<file path="src/rtl/sync_counter.sv">
// Enable-gated modulo up-counter with terminal-count and wrap indications.
// Latency: q updates one clock after a sampled enable; tc is combinational, wrap is registered.
// No backpressure: enable=0 simply holds the count; there is no handshake.
module sync_counter #(
  parameter int          WIDTH     = 4,
  parameter int unsigned MAX_COUNT = 2**WIDTH - 1
) (
  input  logic             clk,
  input  logic             reset,
  input  logic             enable,
  output logic [WIDTH-1:0] q,
  output logic             tc,
  output logic             wrap
);

  // Terminal value and increment constant held at the counter width.
  localparam logic [WIDTH-1:0] MAX_Q = MAX_COUNT[WIDTH-1:0];
  localparam logic [WIDTH-1:0] ONE_Q = {{(WIDTH-1){1'b0}}, 1'b1};

  logic [WIDTH-1:0] count_q, count_d;
  logic             wrap_q,  wrap_d;

  // Next-state: advance on enable, fold to 0 at or beyond the terminal value.
  // Using >= rather than == means a corrupted out-of-range count recovers
  // on the next enabled edge instead of running on through the unused codes.
  always_comb begin
    count_d = count_q;
    wrap_d  = 1'b0;
    if (enable) begin
      if (count_q >= MAX_Q) begin
        count_d = '0;
        wrap_d  = 1'b1;
      end else begin
        count_d = count_q + ONE_Q;
      end
    end
  end

  // Count and wrap registers; synchronous reset overrides enable.
  always_ff @(posedge clk) begin
    if (reset) begin
      count_q <= '0;
      wrap_q  <= 1'b0;
    end else begin
      count_q <= count_d;
      wrap_q  <= wrap_d;
    end
  end

  assign q    = count_q;
  assign wrap = wrap_q;
  // tc looks at the live enable so a cascaded stage can use it as its own enable.
  assign tc   = (count_q == MAX_Q) && enable;

endmodule

</file>
<file path="config.mk">
export PLATFORM = sky130hd
export DESIGN_NAME = sync_counter
export DESIGN_NICKNAME = d
export VERILOG_FILES = /design/src/rtl/sync_counter.sv
export SDC_FILE = /design/constraint.sdc
export NUM_CORES = 1
export LEC_CHECK = 0
export ABC_AREA = 1
export BUFFER_PORTS_ARGS = -buffer_cell sky130_fd_sc_hd__buf_4
export CORE_AREA = 2 2 39 41
export DETAILED_ROUTE_END_ITERATION = 10
export DIE_AREA = 0 0 41 43
export PLACE_DENSITY = 0.4
export RECOVER_POWER = 50
export SYNTH_ARGS = -nofsm -noshare
export SYNTH_HDL_FRONTEND = slang
export SYNTH_SLANG_ARGS = --single-unit
</file>
<file path="constraint.sdc">
create_clock -name clk -period 1.3 [get_ports clk]
set_clock_uncertainty 0.05 [all_clocks]
set_input_delay 0.26 -clock clk [delete_from_list [all_inputs] [get_ports clk]]
set_output_delay 0.26 -clock clk [all_outputs]
set_load 0.05 [all_outputs]
</file>
==> impl_metrics.toml <==
[floorplan]
rows = 14
core-area_mm2 = 0.00138
io_pins = 9
die_h_um = 43
start_util_pct = 15.6
die_w_um = 41
die_area_mm2 = 0.00176

[setup_path]
cpPeakStageDelay_ns = 0.35
critPathTopFamily = "flip-flops"
worstPathMaxFanout = 2
crit_arrival_ns = 1.06
worst-setup-path-type = "reg2out"
endpoint_kind = "output pin"
critPathLaunchType = "register"
cp_cell_sequence = "ha_4, nand2_4, nor2_4, buf_8"
reg2reg_slack_ns = 0.18
worstPathRequired_ns = 0.99
critPathBufInv = 1
critical-path-slowest-cell = "dfxtp_4"

[detailed_routing]
firstDrtPassIters = 3
top_layer = "met3"
wl_per_cell_um = 9.20
wl_met2_um = 267
ant_nets = 0
dr_wl_met3_um = 38
drc = 0
vias_per_cell = 3.72
drtIter0Drc = 6
vias = 223
met1_length_um = 246
drt_wl_total_um = 552

[global_routing]
grt_max_degree = 8
track_usage_pct = 7.82
grt-ovfl-total = 0
grt_pass1_vias = 211
antenna_found_initial = 0
grt_pass1_wl_um = 828

[sta]
holdWs_ns = 0.162
worst_pin_slew_ns = 0.276
period_minus_slack_ns = 1.37
setup_ws_ns = -0.0653
max-slew-margin-rel_pct = 81.7
hold_violations = 0
clock.fmax_mhz = 732
setup_viol_count_final = 1
finalCritPeriodShare_pct = 105
drv_slew = 0
rsz0062_at_grt = "yes"

[cts]
clkLatencyLatePin_ns = 0.25
clockRootBuffer = "clkbuf_4"
clk_pin_slew_ns = 0.05
postCtsHoldBufs = 0
cts_buffers = 3
cts_tree = "done"
htree_levels = 1
cts_max_path_buffers = 2
cts_sinks = 5

[placed_design]
port_buffers = 8
hpwl_um = 351
dp_slack_ns = 0.110
place.gp.congestion = 0.726
post-place-cells = 50
place_area_um2 = 323

[yosys]
ys_seq_elements = 5
synth_nets = 31
synth_top_area_cell = "dfxtp_1"
synth.distinct_cells = 13
async_reset_ff_share_pct = 0
ys_top_cells_by_area = "dfxtp_1, nand2_1, nor3_1"
synth_flop_cell = "dfxtp_1"
synthTopCellsByCount = "dfxtp_1, nand2_1, nor2_1"
synth_top_cell_area_share_pct = 46.5
syn_area_um2 = 215
synth_edf_count = 0
ys_seq_area_share_pct = 46.5
synth_cells = 27
ys_warn_count = 0
avgSynthCellArea_um2 = 7.97

[cells_and_area]
design_area_um2 = 404
instances_no_fill = 60
layout.nets = 49
diodes = 0
area_growth_pct = 87.8
drive_gt1_share_pct = 54.5

[power_and_ir_drop]
leakage_nw = 0.177
ir_drop_uv = 542
power-per-cell-area_mw_per_mm2 = 1090
p_total_uw = 441

[flow_run]
maxCapViolations = 0

[worst_hold_path]
hp-class = "in2reg"

[run_status]
outcome = "complete, but fails checks"
violations = "setup timing"
-- repair_timing --
item	4_1_cts	5_1_grt
hold endpoints to repair	0	0
gates resized for setup	2	1
endpoints found under the setup margin	1	1
buffers inserted	5	1
pin swaps	3	2
-- state kept, by name, summed over array words and instances (netlist names) --
register  cells
q             4
wrap          1
-- metrics by stage --
step | util, % | TNS, ns
global placement | 23.3 | 0
finish | 29.2 | -0.0653
global route | 29.2 | -0.108
floorplan | - | -0.00242
CTS | 28.6 | -0.0887
detailed placement | 23.3 | 0
-- metal layers --
metal,up-vias,global-route usage (%)
met5,-,0
met4,0,8.00
met3,0,4.71
met2,6,9.06
met1,96,8.97
li1,121,-
-- cell type report --
cell class / instances / area (µm²)
tap: 16 / 20.0
fill: 149 / 980
multi-input combinational: 19 / 128
timing repair buffer: 14 / 110
inverter: 2 / 7.51
clock buffer: 4 / 26.3
sequential: 5 / 113
-- power breakdown --
part / switching (mW) / internal, mW / total (mW)
sequential: 0.00755 / 0.160 / 0.167
clock: 0.0727 / 0.117 / 0.189
combinational: 0.0481 / 0.0358 / 0.0839
total: 0.128 / 0.312 / 0.441
-- cell families after synthesis --
logic type	count (synthesis)	synth area share [%]
flip-flops	5	46.5
adder cells (fa/ha/maj)	1	5.81
XOR/XNOR	1	4.07
buffers and inverters	3	6.98
AND/OR/NAND/NOR	14	28.5
AO/OA/AOI/OAI	3	8.14
-- final timing paths --
kind	start	endpoint	cells after the start
min reg2reg	q[2]	q[2]	2
min	reset	q[2]	2
max reg2reg	q[1]	q[2]	5
max	q[1]	tc	4
-- worst register-to-register path, stage by stage, from the launching register on --
cell and delay (ns):
dfxtp_4 0.35, ha_4 0.17, buf_4 0.13, buf_4 0.12
a21oi_1 0.14, nor3b_1 0.06
-- cell usage in the layout (no fill, tap or decap) --
master / Yosys / final
a21oi_1: 1 / 1
buf_8: 0 / 1
xnor2_1: 1 / 1
nor2_1: 4 / 3
o21ai_1: 1 / 1
clkbuf_1: 0 / 1
clkbuf_4: 0 / 3
nand3_1: 1 / 1
ha_4: 0 / 1
nand2_4: 0 / 1
a211oi_1: 1 / 1
dfxtp_2: 0 / 1
buf_4: 1 / 12
nor2_4: 0 / 1
nor3b_1: 1 / 1
inv_1: 2 / 2
nand2_1: 5 / 4
clkbuf_2: 0 / 1
nor3_1: 3 / 3
dfxtp_1: 5 / 1
dfxtp_4: 0 / 3
(Power assumes the default switching activity.)
